===== src/rtl/uart_pkg.sv =====
// Shared UART definitions: FSM state encoding, oversampling, baud divisor
// table and frame geometry. Used by both the transmit and receive paths.
package uart_pkg;

  localparam int CLK_HZ     = 50_000_000;
  localparam int OVERSAMPLE = 16;
  localparam int DIV_W      = 14;
  localparam int DATA_BITS  = 8;
  // start + data + parity + stop
  localparam int FRAME_BITS = 11;

  typedef enum logic [2:0] {
    ST_IDLE   = 3'd0,
    ST_START  = 3'd1,
    ST_DATA   = 3'd2,
    ST_PARITY = 3'd3,
    ST_STOP   = 3'd4
  } uart_state_e;

  // Rounded clk cycles per oversample tick for a given baud rate.
  function automatic int calc_div(input int baud);
    return (CLK_HZ + (OVERSAMPLE * baud) / 32'sd2) / (OVERSAMPLE * baud);
  endfunction

  localparam logic [DIV_W-1:0] DIV_300    = DIV_W'(calc_div(32'sd300));
  localparam logic [DIV_W-1:0] DIV_1200   = DIV_W'(calc_div(32'sd1200));
  localparam logic [DIV_W-1:0] DIV_4800   = DIV_W'(calc_div(32'sd4800));
  localparam logic [DIV_W-1:0] DIV_9600   = DIV_W'(calc_div(32'sd9600));
  localparam logic [DIV_W-1:0] DIV_19200  = DIV_W'(calc_div(32'sd19200));
  localparam logic [DIV_W-1:0] DIV_38400  = DIV_W'(calc_div(32'sd38400));
  localparam logic [DIV_W-1:0] DIV_57600  = DIV_W'(calc_div(32'sd57600));
  localparam logic [DIV_W-1:0] DIV_115200 = DIV_W'(calc_div(32'sd115200));

  // baud_sel to oversample tick divisor (clk cycles per tick).
  function automatic logic [DIV_W-1:0] baud_divisor(input logic [2:0] sel);
    logic [DIV_W-1:0] div;
    case (sel)
      3'b000:  div = DIV_300;
      3'b001:  div = DIV_1200;
      3'b010:  div = DIV_4800;
      3'b011:  div = DIV_9600;
      3'b100:  div = DIV_19200;
      3'b101:  div = DIV_38400;
      3'b110:  div = DIV_57600;
      3'b111:  div = DIV_115200;
      default: div = DIV_115200;
    endcase
    return div;
  endfunction

  // Even parity bit: makes the ones count over data+parity even.
  function automatic logic even_parity(input logic [DATA_BITS-1:0] data);
    return ^data;
  endfunction

  // Full frame duration in clk cycles for a given baud_sel.
  function automatic int unsigned frame_clocks(input logic [2:0] sel);
    return FRAME_BITS * OVERSAMPLE * int'(baud_divisor(sel));
  endfunction

endpackage


===== src/rtl/uart_baud_tick.sv =====
// Oversample tick generator: one-clk enable pulse every 'divisor' clocks,
// realigned to the restart strobe so a frame starts on a clean tick boundary.
module uart_baud_tick
  import uart_pkg::*;
(
  input  logic             clk,
  input  logic             reset,
  input  logic [DIV_W-1:0] divisor,
  input  logic             restart,
  output logic             tick
);

  logic [DIV_W-1:0] cnt_r;
  logic             tick_r;

  // Divide clk by 'divisor'; the registered tick lands on the last cycle of each period.
  always_ff @(posedge clk) begin
    if (reset) begin
      cnt_r  <= '0;
      tick_r <= 1'b0;
    end else if (restart) begin
      cnt_r  <= '0;
      tick_r <= 1'b0;
    end else begin
      if (cnt_r >= divisor - 14'd1) begin
        cnt_r <= '0;
      end else begin
        cnt_r <= cnt_r + 14'd1;
      end
      tick_r <= (cnt_r == divisor - 14'd2);
    end
  end

  assign tick = tick_r;

endmodule


===== src/rtl/uart_transmitter.sv =====
// UART transmitter: start, 8 data bits LSB first, even parity, stop.
// Each bit spans OVERSAMPLE ticks of the baud divider; TxD and Tx_BUSY are
// registered so the line never glitches.
module uart_transmitter
  import uart_pkg::*;
(
  input  logic       clk,
  input  logic       reset,
  input  logic       Tx_EN,
  input  logic       Tx_WR,
  input  logic [7:0] Tx_DATA,
  input  logic [2:0] baud_sel,
  output logic       TxD,
  output logic       Tx_BUSY
);

  localparam logic [3:0] TICK_LAST = 4'(OVERSAMPLE - 1);
  localparam logic [2:0] BIT_LAST  = 3'(DATA_BITS - 1);

  uart_state_e      state_r, state_s;
  logic [2:0]       bit_idx_r, bit_idx_s;
  logic [3:0]       tick_cnt_r, tick_cnt_s;
  logic [7:0]       data_r, data_s;
  logic             parity_r, parity_s;
  logic [2:0]       baud_r, baud_s;
  logic             txd_r, busy_r;
  logic             line_s, busy_s;
  logic             accept_s;
  logic             tick_s;
  logic [DIV_W-1:0] divisor_s;

  // A write is taken only when enabled and no frame is in flight.
  assign accept_s  = Tx_WR && Tx_EN && !busy_r;
  assign divisor_s = baud_divisor(baud_r);

  uart_baud_tick u_baud_tick (
    .clk     (clk),
    .reset   (reset),
    .divisor (divisor_s),
    .restart (accept_s),
    .tick    (tick_s)
  );

  // Next-state logic: latch the frame on accept, advance on each 16th tick.
  always_comb begin
    state_s    = state_r;
    bit_idx_s  = bit_idx_r;
    tick_cnt_s = tick_cnt_r;
    data_s     = data_r;
    parity_s   = parity_r;
    baud_s     = baud_r;
    case (state_r)
      ST_IDLE: begin
        if (accept_s) begin
          state_s    = ST_START;
          bit_idx_s  = 3'd0;
          tick_cnt_s = 4'd0;
          data_s     = Tx_DATA;
          parity_s   = even_parity(Tx_DATA);
          baud_s     = baud_sel;
        end else begin
          tick_cnt_s = 4'd0;
        end
      end
      ST_START, ST_DATA, ST_PARITY, ST_STOP: begin
        if (tick_s) begin
          if (tick_cnt_r == TICK_LAST) begin
            tick_cnt_s = 4'd0;
            case (state_r)
              ST_START: begin
                state_s   = ST_DATA;
                bit_idx_s = 3'd0;
              end
              ST_DATA: begin
                if (bit_idx_r == BIT_LAST) begin
                  state_s = ST_PARITY;
                end else begin
                  bit_idx_s = bit_idx_r + 3'd1;
                end
              end
              ST_PARITY: state_s = ST_STOP;
              ST_STOP:   state_s = ST_IDLE;
              default:   state_s = ST_IDLE;
            endcase
          end else begin
            tick_cnt_s = tick_cnt_r + 4'd1;
          end
        end else begin
          tick_cnt_s = tick_cnt_r;
        end
      end
      default: begin
        state_s = ST_IDLE;
      end
    endcase
  end

  // Line level and busy flag for the upcoming state, registered below.
  always_comb begin
    line_s = 1'b1;
    busy_s = 1'b1;
    case (state_s)
      ST_IDLE: begin
        line_s = 1'b1;
        busy_s = 1'b0;
      end
      ST_START:  line_s = 1'b0;
      ST_DATA:   line_s = data_s[bit_idx_s];
      ST_PARITY: line_s = parity_s;
      ST_STOP:   line_s = 1'b1;
      default: begin
        line_s = 1'b1;
        busy_s = 1'b0;
      end
    endcase
  end

  // State, frame registers and output flops; reset aborts any frame at once.
  always_ff @(posedge clk) begin
    if (reset) begin
      state_r    <= ST_IDLE;
      bit_idx_r  <= 3'd0;
      tick_cnt_r <= 4'd0;
      data_r     <= 8'd0;
      parity_r   <= 1'b0;
      baud_r     <= 3'd0;
      txd_r      <= 1'b1;
      busy_r     <= 1'b0;
    end else begin
      state_r    <= state_s;
      bit_idx_r  <= bit_idx_s;
      tick_cnt_r <= tick_cnt_s;
      data_r     <= data_s;
      parity_r   <= parity_s;
      baud_r     <= baud_s;
      txd_r      <= line_s;
      busy_r     <= busy_s;
    end
  end

  assign TxD     = txd_r;
  assign Tx_BUSY = busy_r;

endmodule

===== config.mk =====
export PLATFORM = sky130hd
export DESIGN_NAME = uart_transmitter
export DESIGN_NICKNAME = d
export VERILOG_FILES = /design/src/rtl/uart_pkg.sv /design/src/rtl/uart_baud_tick.sv /design/src/rtl/uart_transmitter.sv
export SDC_FILE = /design/constraint.sdc
export NUM_CORES = 1
export LEC_CHECK = 0
export CORE_MARGIN = 2
export CORE_UTILIZATION = 55
export DETAILED_ROUTE_END_ITERATION = 12
export DONT_BUFFER_PORTS = 1
export PLACE_DENSITY = 0.8
export SETUP_SLACK_MARGIN = 0.05
export SYNTH_ARGS = -nofsm -noshare
export SYNTH_HDL_FRONTEND = slang
export SYNTH_SLANG_ARGS = --single-unit
export TNS_END_PERCENT = 5

===== constraint.sdc =====
create_clock -name clk -period 10.15 [get_ports clk]
set_clock_uncertainty 0.1 [all_clocks]
set_input_delay 1.5225 -clock clk [delete_from_list [all_inputs] [get_ports clk]]
set_output_delay 1.5225 -clock clk [all_outputs]
set_load 0.02 [all_outputs]

==> flow_summary.json, run 1 <==
{
  "syn_area_mm2": 0.00317,
  "min_period_over_period_pct": 37.7,
  "crit_path_start_kind": "flip-flop",
  "clkPwrFrac_pct": 31.8,
  "ir_worst_vdd_mv": 0.0910,
  "synth_most_common_cell": "dfxtp_1",
  "drtIter0Drc": 84,
  "cts.htree.levels": 2,
  "cts_setup_buffers": 0,
  "p_leak_nw": 1.33,
  "drive_above_1_share_pct": 5.95,
  "cts_tree": "built",
  "io_buffers": 0,
  "dieWidth_um": 79.9,
  "post_drt_wl_per_cell_um": 13.7,
  "worstMarginPinSlew_ns": 1.06,
  "vias_per_cell": 5.58,
  "yosys.area.top_type": "dfxtp_1",
  "criticalPathCategory": "flip-flop to flip-flop",
  "worst_r2r_path_depth": 14,
  "p_sw_share_pct": 28.7,
  "ys.flop_type": "dfxtp_1",
  "setup_viol": 0,
  "hold_depth": 2,
  "final_net_count": 410,
  "syn2layout_area_growth_pct": 3.99,
  "drc": 0,
  "start_util_pct": 57.2,
  "clk_latency_ns": 0.32,
  "worst_hold_path_type": "flip-flop to flip-flop",
  "cts_inserted_buffers": 5,
  "final_hold_viol_count": 0,
  "endpoint_kind": "flip-flop",
  "power_mw": 0.398,
  "fillCellCount": 477,
  "period_needed_ns": 3.83,
  "io_pins": 17,
  "synth-edff-count": 0,
  "internal_power_mw": 0.284,
  "powerDensity_mw_per_mm2": 121,
  "rsz0062_at_grt": "no",
  "hp-start": "data_r[1]",
  "dr_total_vias": 2468,
  "reg2reg_setup_slack_ns": 6.32,
  "slew_violations": 0,
  "hold_buffers": 0,
  "synth_commonest_cells": "51 x dfxtp_1, 44 x nand2_1, 34 x nor2_1, 32 x xnor2_1, 26 x ha_1",
  "fmax_mhz": 261,
  "fin_tns_setup_ns": 0,
  "cts_resized": 0,
  "post_synth_inst_count": 376,
  "synth_cell_types": 51,
  "postRouteAntennaNets": 0,
  "drt_pass1_iterations": 4,
  "r2r-end": "u_baud_tick.cnt_r[12]",
  "async_reset_ff_share_pct": 0,
  "synth_seq_cells": 51,
  "grt_pass1_vias": 2283,
  "p_sw_mw": 0.114,
  "rows": 27,
  "cts_buffer_depth": 2,
  "synthesis.nets": 417,
  "hold_end": "data_r[1]",
  "grt_usage_pct": 20.8,
  "synth_warnings": 0,
  "critical_path_required_ns": 10.24,
  "ys_seq_area_share_pct": 32.2,
  "grt_overflow": 0,
  "seqPwrFrac_pct": 54.9,
  "grt_max_degree": 26,
  "syn_avg_cell_area_um2": 8.43,
  "cts_sinks": 51,
  "fp.dieH_um": 79.9,
  "place.gp.congestion": 0.866,
  "maxCapViolCount": 0,
  "slew_headroom_pct": 29.2,
  "timing.rr.start": "divisor_s[1]",
  "cp_max_fo": 9,
  "grt_antenna_before_repair": 0,
  "cp.arrival_ns": 3.92,
  "die-area_mm2": 0.00639,
  "finalWirelength_mm": 6.07,
  "dp_hpwl_mm": 4.54,
  "cts-root-buf": "clkbuf_8",
  "grt_pass1_wl_mm": 10.5,
  "path_clk_slew_ns": 0.11,
  "diodes": 0,
  "p_comb_share_pct": 13.3,
  "synthTopCellsByArea": "dfxtp_1 32%, ha_1 10%, xnor2_1 8.8%",
  "outcome": "finished clean",
  "coreArea_mm2": 0.00554,
  "synth_top_area_share_pct": 32.2
}
==> state kept, by name (all words and copies together) (netlist names), 3 cells and up <==
register           cells
u_baud_tick.cnt_r     14
divisor_s             12
data_r                 8
tick_cnt_r             4
baud_r                 3
bit_idx_r              3
state_r                3
==> worst max-delay path, cell delays in order, from the launching register on <==
cell      delay [ns]
dfxtp_1         0.34
inv_1           0.09
ha_1            0.18
nor2b_1         0.31
nand3b_1        0.20
or4_1           0.51
nor2_1          0.19
nor2_1          0.07
ha_1            0.29
and3_1          0.18
a221o_1         0.15
a21oi_1         0.07
o21a_1          0.13
nor3b_1         0.77
nor2_1          0.12
==> per-layer routing <==
metal	track usage (%)	wire [um]	up-vias
li1	-	-	1279
met1	28.6	2990	1139
met2	32.4	2780	40
met3	4.19	200	10
met4	6.61	98	0
met5	0	0	-
==> worst max path at each step <==
stage	cells past startpoint	to	slack, ns	startpoint
after global routing	14	u_baud_tick.cnt_r[6]	5.95	divisor_s[2]
after CTS	14	u_baud_tick.cnt_r[12]	6.35	divisor_s[1]
after floorplan	14	u_baud_tick.cnt_r[10]	6.85	divisor_s[1]
final	14	u_baud_tick.cnt_r[12]	6.32	divisor_s[1]
after global placement	6	divisor_s[2]	6.36	Tx_EN
after detailed placement	6	divisor_s[2]	6.23	Tx_EN
==> logic make-up (layout without fill, tap and decap cells) <==
family	count (synthesis)	count (layout)	share of synthesized area (%)
AO/OA/AOI/OAI	63	63	13.8
XOR/XNOR	46	46	12.7
adder cells (fa/ha/maj)	26	26	10.3
buffers and inverters	32	26	4.03
flip-flops	51	51	32.2
multiplexers	12	12	3.87
AND/OR/NAND/NOR	146	146	23.1
==> power groups by stage <==
stage	registers [mW]	logic [mW]	clock network (mW)
2_1_floorplan	0.219	0.0473	0
3_3_place_gp	0.223	0.0514	0
3_5_place_dp	0.223	0.0526	0
4_1_cts	0.218	0.0530	0.129
5_1_grt	0.220	0.0595	0.137
6_report	0.218	0.0531	0.126
==> area by class of cell <==
class	instances	area, um^2	share of cell area, %
flip-flops and latches	51	1020	31.0
well taps	72	90.1	2.73
multi-input cells	293	2020	61.3
inverters	18	67.6	2.05
clock inverters	3	27.5	0.835
clock buffers	5	68.8	2.09
==> through the flow <==
step	setup slack [ns]	cell area [um^2]	util, %	std cells	hold WS, ns
final	6.32	3300	59.5	442	0.354
after global routing	5.95	3300	59.5	442	0.381
after CTS	6.35	3300	59.5	442	0.354
after detailed placement	6.23	3200	57.7	434	0.337
after global placement	6.36	3200	57.7	434	0.333
after floorplan	6.85	3170	-	376	0.333
==> cell usage in the layout, fill, tap and decap left out, types with 9 or more instances in the layout <==
| cell type | Yosys | layout |
|---|---|---|
| nor3_1 | 9 | 9 |
| xor2_1 | 14 | 14 |
| dfxtp_1 | 51 | 51 |
| xnor2_1 | 32 | 32 |
| nand3_1 | 12 | 12 |
| inv_1 | 18 | 18 |
| nand2_1 | 44 | 44 |
| a21oi_1 | 23 | 23 |
| nor2_1 | 34 | 34 |
| ha_1 | 26 | 26 |
| nor2b_1 | 11 | 11 |
| mux2i_1 | 10 | 10 |
No activity file was read; power rests on OpenSTA's default activity.
==> inputs of run 2 (changes only) <==
==> constraint.sdc (replaced) <==
create_clock -name clk -period 3.9 [get_ports clk]
set_clock_uncertainty 0.1 [all_clocks]
set_input_delay 0.585 -clock clk [delete_from_list [all_inputs] [get_ports clk]]
set_output_delay 0.585 -clock clk [all_outputs]
set_load 0.02 [all_outputs]
==> run 2 against run 1 <==
Effect of this change:
- combinational power rose to 2.7 times the previous value
- fmax up 8.0%
- count of clock-buffer cells in the layout unchanged
- sequential share of layout area decreased by 0.19 points
- setup slack worse by 6.0 ns
- register-to-register slack got worse by 6.0 ns
- largest cell class unchanged
==> flow_summary.json, run 2 (same netlist as run 1, synthesis figures left out) <==
{
  "outcome": "finished clean",
  "cts_setup_buffers": 0,
  "p_leak_nw": 1.34,
  "top_register": "u_baud_tick.cnt_r",
  "worst_r2r_path_depth": 14,
  "worst_hold_path_type": "primary input to flip-flop",
  "criticalPathCategory": "flip-flop to flip-flop",
  "seq_area_mm2": 0.00102,
  "grt_max_degree": 26,
  "fp.dieH_um": 79.9,
  "startpoint": "divisor_s[1]",
  "cts_buffer_depth": 2,
  "worst_path_largest_cell_delay_ns": 0.51,
  "drt_pass1_iterations": 4,
  "cts_tree": "built",
  "setup_viol": 0,
  "endpoint_kind": "flip-flop",
  "drc": 0,
  "final_net_count": 412,
  "grt_usage_pct": 21.4,
  "grt_pass1_wl_mm": 10.8,
  "dp_hpwl_mm": 4.67,
  "multi_input_area_mm2": 0.00203,
  "r2r-end": "u_baud_tick.cnt_r[2]",
  "dr_total_vias": 2459,
  "io_buffers": 0,
  "worstMarginPinSlew_ns": 0.677,
  "hold_buffers": 0,
  "cp.arrival_ns": 3.68,
  "cts-root-buf": "clkbuf_8",
  "diodes": 0,
  "powerDensity_mw_per_mm2": 309,
  "vias_per_cell": 5.54,
  "place.gp.congestion": 0.893,
  "hold_depth": 1,
  "final_cell_mix": "51 x dfxtp_1, 44 x nand2_1, 34 x nor2_1",
  "rsz0062_at_grt": "no",
  "clk_latency_ns": 0.31,
  "largest_reg_flops": 14,
  "placed_cells": 436,
  "slew_headroom_pct": 54.9,
  "grt_pass1_vias": 2381,
  "ir_worst_vdd_mv": 0.193,
  "crit_path_start_kind": "flip-flop",
  "cts_inserted_buffers": 5,
  "fin_tns_setup_ns": 0,
  "rows": 27,
  "post_drt_wl_per_cell_um": 14.0,
  "coreArea_mm2": 0.00554,
  "dieWidth_um": 79.9,
  "fmax_mhz": 282,
  "grt_antenna_before_repair": 0,
  "cp_max_fo": 5,
  "grt_overflow": 0,
  "maxCapViolCount": 0,
  "cts.htree.levels": 2,
  "cts_sinks": 51,
  "slew_violations": 0,
  "hold_end": "data_r[3]",
  "finalWirelength_mm": 6.23,
  "critical_path_required_ns": 4.03,
  "fillCellCount": 485,
  "stdcell_count": 444,
  "cp_cell_sequence": "inv_1, ha_1, nor2b_2, nand3b_1, or4_1, nor2_1, nor2_1, ha_1, and3_1, a221o_1, a21oi_1, o21a_1, o21bai_1, a211oi_1",
  "drive_above_1_share_pct": 6.99,
  "crit_family": "simple AND/OR/NAND/NOR gates",
  "drtIter0Drc": 115,
  "critPathSlowestCell": "or4_1",
  "final_util_pct": 59.8,
  "die-area_mm2": 0.00639,
  "placed_cell_area_mm2": 0.00321,
  "period_needed_ns": 3.54,
  "final_common_cell": "dfxtp_1",
  "reg2reg_setup_slack_ns": 0.36,
  "postRouteAntennaNets": 0,
  "power_mw": 1.03,
  "min_period_over_period_pct": 90.9,
  "path_depth": 14,
  "syn2layout_area_growth_pct": 4.62,
  "cp.buffers_inverters": 1,
  "io_pins": 17,
  "hp-start": "reset",
  "path_clk_slew_ns": 0.10,
  "final_area_mm2": 0.00332,
  "timing.rr.start": "divisor_s[1]",
  "start_util_pct": 57.2,
  "final_hold_viol_count": 0
}
run 2: cell count changes in the layout (fill, tap and decap cells not counted), sizes merged:
cell / before / now
buf: 0 / 2
clkinv: 1 / 2
inv: 19 / 18
run 2: worst max path at each step:
stage | endpoint
final | u_baud_tick.cnt_r[2]
after global routing | u_baud_tick.cnt_r[4]
after CTS | u_baud_tick.cnt_r[2]
after detailed placement | u_baud_tick.cnt_r[11]
after floorplan | u_baud_tick.cnt_r[10]
after global placement | u_baud_tick.cnt_r[6]
run 2: metrics by stage:
stage	hold slack [ns]	setup WS, ns
6_report	0.224	0.356
5_1_grt	0.211	0.0570
4_1_cts	0.219	0.278
3_5_place_dp	0.340	0.0781
3_3_place_gp	0.335	0.308
2_1_floorplan	0.333	0.603
run 2: cell type report:
class                      count  area share, %
sequential                    51           30.8
tap                           72           2.72
clock inverter                 3          0.755
clock buffer                   5           2.08
timing repair buffer           2          0.453
inverter                      18           2.04
multi-input combinational    293           61.2
run 2: routing by layer:
| layer | up-vias | share of wire (%) | GRT usage [%] |
|---|---|---|---|
| met5 | - | 0 | 0 |
| met4 | 0 | 1.6 | 7.80 |
| met3 | 6 | 3.2 | 4.41 |
| met2 | 34 | 47 | 34.9 |
| met1 | 1140 | 48 | 27.7 |
| li1 | 1279 | - | - |
run 2: power by group:
part,internal [mW],switching [mW]
clock,0.129,0.187
combinational,0.0678,0.0739
sequential,0.541,0.0265
total,0.738,0.288
run 2: what timing repair did:
item	in CTS	in global routing
resized for setup	1	1
pin swaps	0	0
setup endpoints to repair	9	7
